`config.mk`:
```
export PLATFORM = sky130hd
export DESIGN_NAME = nibble_word_assembler
export DESIGN_NICKNAME = d
export VERILOG_FILES = /design/src/rtl/nibble_word_assembler_pkg.sv /design/src/rtl/nibble_word_assembler_acc.sv /design/src/rtl/nibble_word_assembler.sv
export SDC_FILE = /design/constraint.sdc
export NUM_CORES = 1
export LEC_CHECK = 0
export CAP_MARGIN = 20
export CORE_AREA = 2 2 140 74
export DETAILED_ROUTE_END_ITERATION = 16
export DIE_AREA = 0 0 142 76
export PLACE_DENSITY = 0.65
export SETUP_SLACK_MARGIN = 0.05
export SYNTH_ARGS = -nofsm -noshare
export SYNTH_HDL_FRONTEND = slang
export SYNTH_SLANG_ARGS = --single-unit
```
`constraint.sdc`:
```
create_clock -name CLK -period 3.72 [get_ports CLK]
set_input_delay 0.372 -clock CLK [delete_from_list [all_inputs] [get_ports CLK]]
set_output_delay 0.372 -clock CLK [all_outputs]
set_load 0.02 [all_outputs]
```
`src/rtl/nibble_word_assembler_pkg.sv`:
```
`default_nettype none
// ============================================================================
// Package : nibble_word_assembler_pkg
// Purpose : Shared defaults, FSM state type and partial-word padding helper
//           for the nibble word assembler.
// Rev     : 1.0  initial release
// ============================================================================
package nibble_word_assembler_pkg;

  localparam int NIB_W_DEF  = 4;
  localparam int WORD_W_DEF = 32;
  // Working width of the padding helper; WORD_W must not exceed this.
  localparam int PAD_MAX_W  = 256;

  typedef enum logic [0:0] {
    COLLECT = 1'b0,
    LAST    = 1'b1
  } asm_state_t;

  // Align a partially filled accumulator holding `count` nibbles.
  // MSB-first accumulators fill from the bottom, so the nibbles are moved up
  // to the top of the word; LSB-first accumulators fill from the top, so the
  // nibbles are moved down to bit 0. Vacated nibbles become zero.
  function automatic logic [PAD_MAX_W-1:0] pad_partial(
    input logic [PAD_MAX_W-1:0] acc,
    input int                   count,
    input int                   nib_w,
    input int                   word_w,
    input bit                   msb_first
  );
    int shift;
    shift = (word_w / nib_w - count) * nib_w;
    if (msb_first) return acc << shift;
    else           return acc >> shift;
  endfunction

endpackage
`default_nettype wire

```
`src/rtl/nibble_word_assembler_acc.sv`:
```
`default_nettype none
// ============================================================================
// Module  : nibble_word_assembler_acc
// Purpose : Nibble accumulator shift register with occupancy count.
// Ports   : clk, rst      - clock, asynchronous active-high reset
//           accept        - shift nib_in into the accumulator
//           clear         - empty the accumulator (wins over accept)
//           nib_in        - incoming nibble
//           acc           - current accumulator contents
//           acc_shift     - accumulator with nib_in shifted in (combinational)
//           count         - nibbles currently held
// Rev     : 1.0  initial release
// ============================================================================
module nibble_word_assembler_acc #(
  parameter int NIB_W     = 4,
  parameter int WORD_W    = 32,
  parameter int MSB_FIRST = 1,
  parameter int CW        = 4
) (
  input  logic              clk,
  input  logic              rst,
  input  logic              accept,
  input  logic              clear,
  input  logic [NIB_W-1:0]  nib_in,
  output logic [WORD_W-1:0] acc,
  output logic [WORD_W-1:0] acc_shift,
  output logic [CW-1:0]     count
);

  generate
    if (MSB_FIRST != 0) begin : g_msb_first
      assign acc_shift = {acc[WORD_W-NIB_W-1:0], nib_in};
    end else begin : g_lsb_first
      assign acc_shift = {nib_in, acc[WORD_W-1:NIB_W]};
    end
  endgenerate

  always_ff @(posedge clk or posedge rst) begin
    if (rst) begin
      acc   <= '0;
      count <= '0;
    end else if (clear) begin
      // Completion and flush both consume any same-cycle nibble via acc_shift
      // in the parent, so clearing here never loses data.
      acc   <= '0;
      count <= '0;
    end else if (accept) begin
      acc   <= acc_shift;
      count <= count + CW'(1);
    end
  end

endmodule
`default_nettype wire

```
`src/rtl/nibble_word_assembler.sv`:
```
`default_nettype none
// ============================================================================
// Module  : nibble_word_assembler
// Purpose : Packs a stream of nibbles into WORD_W-bit words held in a single
//           valid/ready output slot; flush emits a zero-padded partial word.
// Ports   : CLK, RST       - clock, asynchronous active-high reset
//           nib_in/valid/ready - nibble input handshake
//           flush          - emit partial word (zero-padded)
//           word_out/valid/ready - output slot handshake
//           word_partial   - slot word came from a flush
//           nib_count      - nibbles held in the accumulator
// Rev     : 1.0  initial release
// ============================================================================
module nibble_word_assembler
  import nibble_word_assembler_pkg::*;
#(
  parameter int NIB_W     = NIB_W_DEF,
  parameter int WORD_W    = WORD_W_DEF,
  parameter int MSB_FIRST = 1
) (
  input  logic                             CLK,
  input  logic                             RST,
  input  logic [NIB_W-1:0]                 nib_in,
  input  logic                             nib_valid,
  output logic                             nib_ready,
  input  logic                             flush,
  output logic [WORD_W-1:0]                word_out,
  output logic                             word_valid,
  input  logic                             word_ready,
  output logic                             word_partial,
  output logic [$clog2(WORD_W/NIB_W):0]    nib_count
);

  localparam int N  = WORD_W / NIB_W;
  localparam int CW = $clog2(N) + 1;

  asm_state_t        state;
  logic              flush_pend;
  logic [WORD_W-1:0] acc;
  logic [WORD_W-1:0] acc_shift;
  logic [WORD_W-1:0] eff_acc;
  logic [WORD_W-1:0] pad_word;
  logic [CW-1:0]     count;
  logic [CW-1:0]     eff_cnt;
  logic              slot_free;
  logic              accept;
  logic              complete;
  logic              flush_active;
  logic              load_partial;
  logic              clear;

  assign slot_free = ~word_valid | word_ready;
  // In LAST the completing nibble needs the slot, hence the word_ready path.
  assign nib_ready = ~flush_pend & ((state == COLLECT) | slot_free);
  assign accept    = nib_valid & nib_ready;
  assign complete  = accept & (state == LAST);

  // State as it stands after absorbing any same-cycle nibble; flush acts on it.
  assign eff_acc = accept ? acc_shift : acc;
  assign eff_cnt = count + CW'(accept);

  assign flush_active = flush_pend | (flush & ((count != '0) | accept));
  assign load_partial = ~complete & flush_active & slot_free;
  assign clear        = complete | load_partial;

  assign pad_word = WORD_W'(pad_partial(PAD_MAX_W'(eff_acc), int'(eff_cnt),
                                        NIB_W, WORD_W, MSB_FIRST != 0));

  assign nib_count = count;

  nibble_word_assembler_acc #(
    .NIB_W     (NIB_W),
    .WORD_W    (WORD_W),
    .MSB_FIRST (MSB_FIRST),
    .CW        (CW)
  ) u_acc (
    .clk       (CLK),
    .rst       (RST),
    .accept    (accept),
    .clear     (clear),
    .nib_in    (nib_in),
    .acc       (acc),
    .acc_shift (acc_shift),
    .count     (count)
  );

  always_ff @(posedge CLK or posedge RST) begin
    if (RST) begin
      state        <= COLLECT;
      flush_pend   <= 1'b0;
      word_out     <= '0;
      word_valid   <= 1'b0;
      word_partial <= 1'b0;
    end else begin
      if (complete) begin
        // A flush arriving with the completing nibble is satisfied by this word.
        word_out     <= acc_shift;
        word_valid   <= 1'b1;
        word_partial <= 1'b0;
        flush_pend   <= 1'b0;
      end else if (load_partial) begin
        word_out     <= pad_word;
        word_valid   <= 1'b1;
        word_partial <= 1'b1;
        flush_pend   <= 1'b0;
      end else begin
        // Reaching here with flush_active means the slot is busy.
        if (flush_active) flush_pend <= 1'b1;
        if (word_valid & word_ready) word_valid <= 1'b0;
      end

      if (clear) begin
        state <= COLLECT;
      end else if (accept && (eff_cnt == CW'(N - 1))) begin
        state <= LAST;
      end
    end
  end

endmodule
`default_nettype wire

```
* Word level (Yosys, flattened, before mapping)
Index checks and enable logic that the tools add are counted.
** Word-level totals
- Register bits :: 72
- Bits of input ports :: 9
- Output and inout bits :: 39
- Word-level logic and storage cells :: 51
** Operators by class
- Add/sub/neg operators :: 3
- Eq/ne operators :: 1
- Shift-type cells :: 1
- Multiplexer cells :: 16
- Bitwise gates (word level) :: 16
- Reduce and logical (&&, ||, !) cells :: 7
** Operators with widths (count)
- $mux W32 :: 4
- $shl A32 B32 Y32 :: 1
- $mux W1 :: 10
- $mux W4 :: 2
- $and A1 B1 Y1 :: 7
- $reduce_bool A2 Y1 :: 3
- $reduce_bool A3 Y1 :: 2
- $or A1 B1 Y1 :: 5
- $sub A4 B4 Y5 const A :: 1
- $add A4 B1 Y4 :: 1
- $add A4 B1 Y4 const B :: 1
- $eq A4 B3 Y1 const B :: 1
- $not A1 Y1 :: 4
- $reduce_bool A4 Y1 :: 1
- $logic_and A1 B1 Y1 :: 1

* Longest topological paths before layout
Gate-level depths: netlist of the first run.
- Depth in word-level cells :: 12
- Mapped depth :: 18
- Depth with buffers taken out :: 13

* Cells and area by module
Synthesis of the first run repeated with hierarchy kept, for this count alone.
** Unflattened totals
- Cells, all modules :: 516
- Area total of the unflattened synthesis :: 4908.5 um^2
** Modules (own cells, without submodules)
- nibble_word_assembler :: times used 1, cells each 363, area an instance 3150.5 um^2, seq. area each 900.9 um^2
- nibble_word_assembler_acc :: times used 1, cells each 153, area an instance 1757.9 um^2, seq. area each 900.9 um^2

* Least setup slack after synthesis of the first run
OpenSTA, ideal clock, no wires.
- Path kind :: register to register
- From :: register word_valid
- To :: register word_out[27]
- Setup time :: 0.126 ns
- Arrival :: 4.026 ns
- Data required time :: 3.594 ns
- Slack :: -0.432 ns
- Stages on the path, launching flop included :: 17
- Buffers on the path :: 4
- Period minus slack after synthesis :: 4.152 ns
- Path through :: dfrtp_1 > nand3b_1 > nand2_1 > clkinv_1 > buf_2 > buf_1 > ha_1 > buf_2 > clkinv_1 > ha_1 > a32oi_1 > nor2b_1 > nor3_1 > or4_4 > buf_6 > nor2_1 > o32a_1
** Between the ends
- Word-level cells in the longest chain between the ends :: 11
- Elaborated cells on any way between the ends :: 19
- Those cells by class :: add/sub (2); shift (1); mux (3); bitwise (12); reduce/logical (1)
** Ends and longest elaborated chain
- start: declaration :: line nibble_word_assembler.sv:28 : output logic word_valid,
- start signal: assignment :: line nibble_word_assembler.sv:92 : word_valid <= 1'b0;
- start signal: assignment :: line nibble_word_assembler.sv:98 : word_valid <= 1'b1;
- start signal: assignment :: line nibble_word_assembler.sv:103 : word_valid <= 1'b1;
- $not A1 Y1 * :: line nibble_word_assembler.sv:52 : assign slot_free = ~word_valid | word_ready;
- $or A1 B1 Y1 * :: line nibble_word_assembler.sv:52
- parallel branches: the longest is 9 deep, another holds $sub A4 B4 Y5
- end signal: assignment :: line nibble_word_assembler.sv:97 : word_out <= acc_shift;
- end signal: assignment :: line nibble_word_assembler.sv:102 : word_out <= pad_word;
- end: declaration :: line nibble_word_assembler.sv:27 : output logic [WORD_W-1:0] word_out,
Every way passes the cells marked *. The select of a mux whose other input is x is not followed.
A chain may end at the register's enable or synchronous reset.

* Final worst setup path of the first run
- From :: input port word_ready
- To :: register word_out[7]
** Between the ends
- Word-level cells in the longest chain between the ends :: 10
- Elaborated cells on any way between the ends :: 18
- Those cells by class :: add/sub (2); shift (1); mux (3); bitwise (11); reduce/logical (1)
** Ends and longest elaborated chain
- start: declaration :: line nibble_word_assembler.sv:29 : input logic word_ready,
- $or A1 B1 Y1 * :: line nibble_word_assembler.sv:52
- parallel branches: the longest is 9 deep, another holds $sub A4 B4 Y5
Marks and branches as above.

==> results.cfg, run 1 <==
[layout]
final_core_util = 0.537
design_area_um2 = 5230
antenna_cells = 0
instances_no_fill = 641
fin_nets = 525
area_growth_pct = 25.1
drive_above_1_share = 0.136

[die]
initial_core_util = 0.430
coreArea_um2 = 9730
dieArea_um2 = 10800
fp-row-count = 26
die_y_um = 76
ios = 48
dieWidth_um = 142

[yosys]
synth-seq-cells = 72
syn_nets = 471
synth_area_um2 = 4180
ys_types = 60
yosys-top-cells-count = dfrtp_1, nand2_1, nor2_1
netlist_instances = 456
synth_most_common_cell = dfrtp_1
synth_top_cell_by_area = dfrtp_1
yosysTopAreaCellShare = 0.431
synth_edf_count = 0
synthArstFlopShare = 1.00
synth.area.top_cells = dfrtp_1, nand2_1, a222oi_1
avgSynthCellArea_um2 = 9.16
ys_seq_area_frac = 0.431
yosysWarnings = 0
synthFlopType = dfrtp_1

[critical_path]
critical_path_class = input pin to flop
path_max_fanout = 6
start_kind = input pin
crit_arrival_ns = 3.58
end_kind = flop
required_ns = 4.00

[hold_path]
hp-class = input pin to async pin

[clock_tree]
cts_buffers = 9
root_buffer = clkbuf_16
cts_buffer_depth = 2
post_cts_buffers = 0
cts_num_sinks = 72
holdBufCountCts = 0
cts_htree_levels = 3
cts_tree = yes
ctsResizeCount = 0
clkLatencyLatePin_ns = 0.35
path_clk_slew_ns = 0.06

[timing]
max_freq_mhz = 303
relSlewSlack = 0.517
finalSetupTns_ns = 0
rsz0062_at_grt = false
finalHoldViolCount = 0
clock_skew_ns = 0.00557
setup_viol = 0
worst_pin_slew_ns = 0.724
fin_ws_ns = 0.416
timing.final.crit_share = 0.888
min_period_ns = 3.30
slew_violations = 0

[grt]
grt_start_max_net_pins = 42
grt_overflow = 0
grt_pass1_vias = 4004
grt_first_pass_wirelength_um = 22000
antenna_found_initial = 0
grt_use_total = 0.266

[detailed_routing]
drc = 0
drt_iter0_markers = 651
wire_per_inst_um = 21.7
vias = 4088
wl_um = 13900
viasPerCell = 6.38
drtPass1Iterations = 10
postRouteAntennaNets = 0

[power]
power.density_nw_per_um2 = 926
p_sw_frac = 0.459
peakVddDrop_mv = 0.344
leakagePower_uw = 0.00221
pwr-share-comb = 0.564
clkPwrFrac = 0.187
pwr-share-seq = 0.249
internal_power_uw = 2620
p_switching_uw = 2220

[job]
cap_violations = 0

[run_status]
outcome = complete, no violations

[placement]
dp_cells = 625
routabilityCongestion = 0.979
numPortBuffers = 47
dp.final_hpwl_um = 9680
postPlaceCellArea_um2 = 4920
pre_cts_ws_ns = 0.168
metal layers:
metal / up-vias / wire length [um] / global-route usage
li1: 1815 / - / -
met1: 2005 / 6590 / 0.414
met2: 242 / 5540 / 0.356
met3: 26 / 1550 / 0.0735
met4: 0 / 227 / 0.0790
met5: - / 0 / 0
worst paths after layout:
check,from,end,slack (ns),cells after the start
max,word_ready,word_out[7],0.42,13
min,RST,flush_pend,0.44,3
max reg2reg,state,word_out[7],0.43,12
min reg2reg,word_partial,word_partial,0.48,2
max in group asynchronous,RST,word_out[17],2.83,3
min in group CLK,word_partial,word_partial,0.48,2
flip-flops by register name, summed over array words and instances, names as in the netlist:
| name | count |
|---|---|
| u_acc.acc | 32 |
| word_out | 32 |
| u_acc.count | 4 |
| flush_pend | 1 |
| state | 1 |
| word_partial | 1 |
| word_valid | 1 |
layout make-up:
| type | count | area [um2] |
|---|---|---|
| clock inverters | 6 | 67.6 |
| multi-input cells | 340 | 2210 |
| repair buffers | 78 | 716 |
| flip-flops and latches | 72 | 1800 |
| inverters | 9 | 35.0 |
| well taps | 126 | 158 |
| clock buffers | 10 | 239 |
| fillers | 903 | 4500 |
cell usage in the layout (no fill, tap or decap), types with 6 or more instances in the layout:
cell	Yosys	layout
o21ai_0	26	26
a31oi_1	7	7
clkdlybuf4s50_1	0	47
inv_1	7	6
nand3_1	13	13
nor2_1	36	36
a21oi_1	29	28
clkbuf_16	0	9
mux2i_1	11	11
a22oi_1	18	18
dfrtp_1	72	71
nand2_1	67	66
a222oi_1	15	15
a221o_1	9	9
ha_1	6	6
nor4_1	7	7
buf_4	1	30
worst max-delay path: stages:
cell and delay, ns:
clkdlybuf4s50_1 0.45, nand3b_1 0.21, nand2_2 0.12, clkinv_2 0.06, ha_1 0.22, ha_1 0.27, xor2_4 0.19, or3_4 0.38
xnor2_1 0.26, nand3_1 0.27, nor4_1 0.48, buf_4 0.19, a221o_1 0.11
power groups by stage:
stage	sequential [uW]	clock (uW)	combinational [uW]
floorplan	1320	0	1510
CTS	1200	912	2670
detailed placement	1210	0	2650
finish	1210	906	2730
global placement	1210	0	2600
global route	1230	936	2910
cells by family after synthesis:
group,synth area share
compound gates,0.257
xor+xnor,0.0231
fa+ha+maj,0.0180
buf+inv,0.0470
simple gates,0.184
flops,0.431
mux,0.0398
stage by stage:
stage | hold slack, ns | power, uW
floorplan | 0.480 | 2840
global placement | 0.467 | 3810
detailed placement | 0.466 | 3860
CTS | 0.473 | 4780
global route | 0.494 | 5070
finish | 0.444 | 4840
No activity file was read; power rests on OpenSTA's default activity.
==> run 2: changes to the inputs <==
CAP_MARGIN = default   (was 20)
==> results of run 2 <==
Final layout, timing and power as in run 1 (identical DEF).
==> run 3: changes to the inputs <==
==> constraint.sdc (replaced) <==
create_clock -name CLK -period 3.72 [get_ports CLK]
set_input_delay 0.558 -clock CLK [delete_from_list [all_inputs] [get_ports CLK]]
set_output_delay 0.558 -clock CLK [all_outputs]
set_load 0.02 [all_outputs]
==> run 3 against run 2 <==
Effect of this change:
- sequential share of layout area fell by 0.073 points
- worst setup slack got worse by 0.12 ns
- via count rose by 1.0%
- first-iteration DRC count fell by 5.8%
- power fell by 0.61%
- sequential cell count did not move
- critical path depth fell by 1
- die area did not move
- critical path type unchanged
- largest cell class unchanged
==> results.cfg, run 3 (same netlist as run 1, synthesis figures left out) <==
[power]
internal_power_uw = 2610
p_sw_frac = 0.457
finalPower_uw = 4810
pwr-share-comb = 0.568
leakagePower_uw = 0.00220
clkPwrFrac = 0.182
pwr-share-seq = 0.250
power.density_nw_per_um2 = 919
peakVddDrop_mv = 0.429
p_switching_uw = 2200

[grt]
grt_pass1_vias = 3865
antenna_found_initial = 0
grt_first_pass_wirelength_um = 21900
grt_use_total = 0.265
grt_overflow = 0
grt_start_max_net_pins = 39

[clock_tree]
clkLatencyLatePin_ns = 0.34
cts_tree = yes
cts_htree_levels = 3
cts_buffer_depth = 2
path_clk_slew_ns = 0.06
holdBufCountCts = 0
root_buffer = clkbuf_16
cts_buffers = 9
cts_num_sinks = 72

[die]
coreArea_um2 = 9730
dieWidth_um = 142
dieArea_um2 = 10800
fp-row-count = 26
die_y_um = 76
initial_core_util = 0.430
ios = 48

[critical_path]
critical_path_class = input pin to flop
reg2reg_to = word_out[25]
end_kind = flop
cp-startpoint = word_ready
r2r_cells = 14
cpPeakStageDelay_ns = 0.48
start_kind = input pin
cp_slowest_cell = ha_1
path_max_fanout = 20
crit_arrival_ns = 3.71
r2r-start = flush_pend
ff2ff_setup_slack_ns = 0.45
crit_chain = clkdlybuf4s50_1, nand3b_1, nand2_2, clkinv_4, ha_1, clkinv_2, ha_4, xor2_1, nand3_1, buf_4, nor4_1, a221o_1
crit_path_end = word_out[2]
required_ns = 4.00

[timing]
max_freq_mhz = 292
finalHoldViolCount = 0
setup_viol = 0
fin_ws_ns = 0.292
relSlewSlack = 0.470
clock_skew_ns = 0.00678
min_period_ns = 3.43
slew_violations = 0
rsz0062_at_grt = false
worst_pin_slew_ns = 0.794
timing.final.crit_share = 0.921

[detailed_routing]
drc = 0
vias = 4129
drt_iter0_markers = 613
viasPerCell = 6.47
wire_per_inst_um = 21.9
postRouteAntennaNets = 0
wl_met3_um = 1480
top_layer = met4
wl_um = 14000
met2_length_um = 5700
met1_length_um = 6530
drtPass1Iterations = 6

[placement]
pre_cts_ws_ns = -0.126
dp_cells = 622
routabilityCongestion = 0.910
dp.final_hpwl_um = 9850
numPortBuffers = 47

[layout]
area_growth_pct = 25.3
final_common_cell = dfrtp_1
fin_nets = 522
antenna_cells = 0
filler_cell_count = 877
final_cell_mix = dfrtp_1, nand2_1, clkdlybuf4s50_1
register_area_um2 = 1800
drive_above_1_share = 0.135
reg.largest.list = u_acc.acc x32, word_out x32, u_acc.count x4
multi_input_area_um2 = 2230
instances_no_fill = 638

[job]
cap_violations = 0

[run_status]
outcome = complete, no violations

[hold_path]
hp-class = flop to flop
run 3: how the worst min path moves through the flow:
stage / cells after the start / from / endpoint
floorplan: 2 / u_acc.acc[28] / u_acc.acc[28]
global placement: 2 / word_partial / word_partial
detailed placement: 2 / word_partial / word_partial
CTS: 2 / word_partial / word_partial
global route: 2 / word_partial / word_partial
finish: 2 / word_partial / word_partial
run 3: repair_timing:
item	4_1_cts	5_1_grt
gates resized for setup	0	1
endpoints found under the setup margin	0	1
buffers inserted	0	0
run 3: final cells by class:
| class | count | share of cell area |
|---|---|---|
| clock inverters | 5 | 0.0108 |
| inverters | 9 | 0.00765 |
| multi-input cells | 340 | 0.426 |
| repair buffers | 75 | 0.135 |
| flip-flops and latches | 72 | 0.344 |
| well taps | 126 | 0.0301 |
| clock buffers | 11 | 0.0464 |
run 3: stage by stage:
| step | cell area, um2 | setup TNS, ns | utilization | hold WS (ns) |
|---|---|---|---|---|
| final | 5240 | 0 | 0.538 | 0.471 |
| after CTS | 5230 | 0 | 0.538 | 0.476 |
| after global routing | 5240 | 0 | 0.538 | 0.517 |
| after global placement | 4930 | -0.0851 | 0.507 | 0.461 |
| after floorplan | 4230 | 0 | - | 0.480 |
| after detailed placement | 4930 | -0.126 | 0.507 | 0.462 |
run 3: critical path: cells and delay by family:
family                     cells  cell delay [ns]
AOI/OAI and AO/OA              1             0.17
xor gates and xnor gates       1             0.33
adders and majority gates      2             0.72
buffers and inverters          4             0.98
and+or+nand+nor                4             0.94
run 3: power groups by stage:
stage	clock network, uW	registers (uW)	logic, uW
6_report	876	1200	2730
5_1_grt	920	1230	2910
4_1_cts	884	1200	2670
3_5_place_dp	0	1210	2650
3_3_place_gp	0	1200	2620
2_1_floorplan	0	1320	1540
run 3: layer usage:
metal,up-vias,track usage
met5,-,0
li1,1814,-
met1,2031,0.424
met3,26,0.0616
met2,258,0.351
met4,0,0.0780
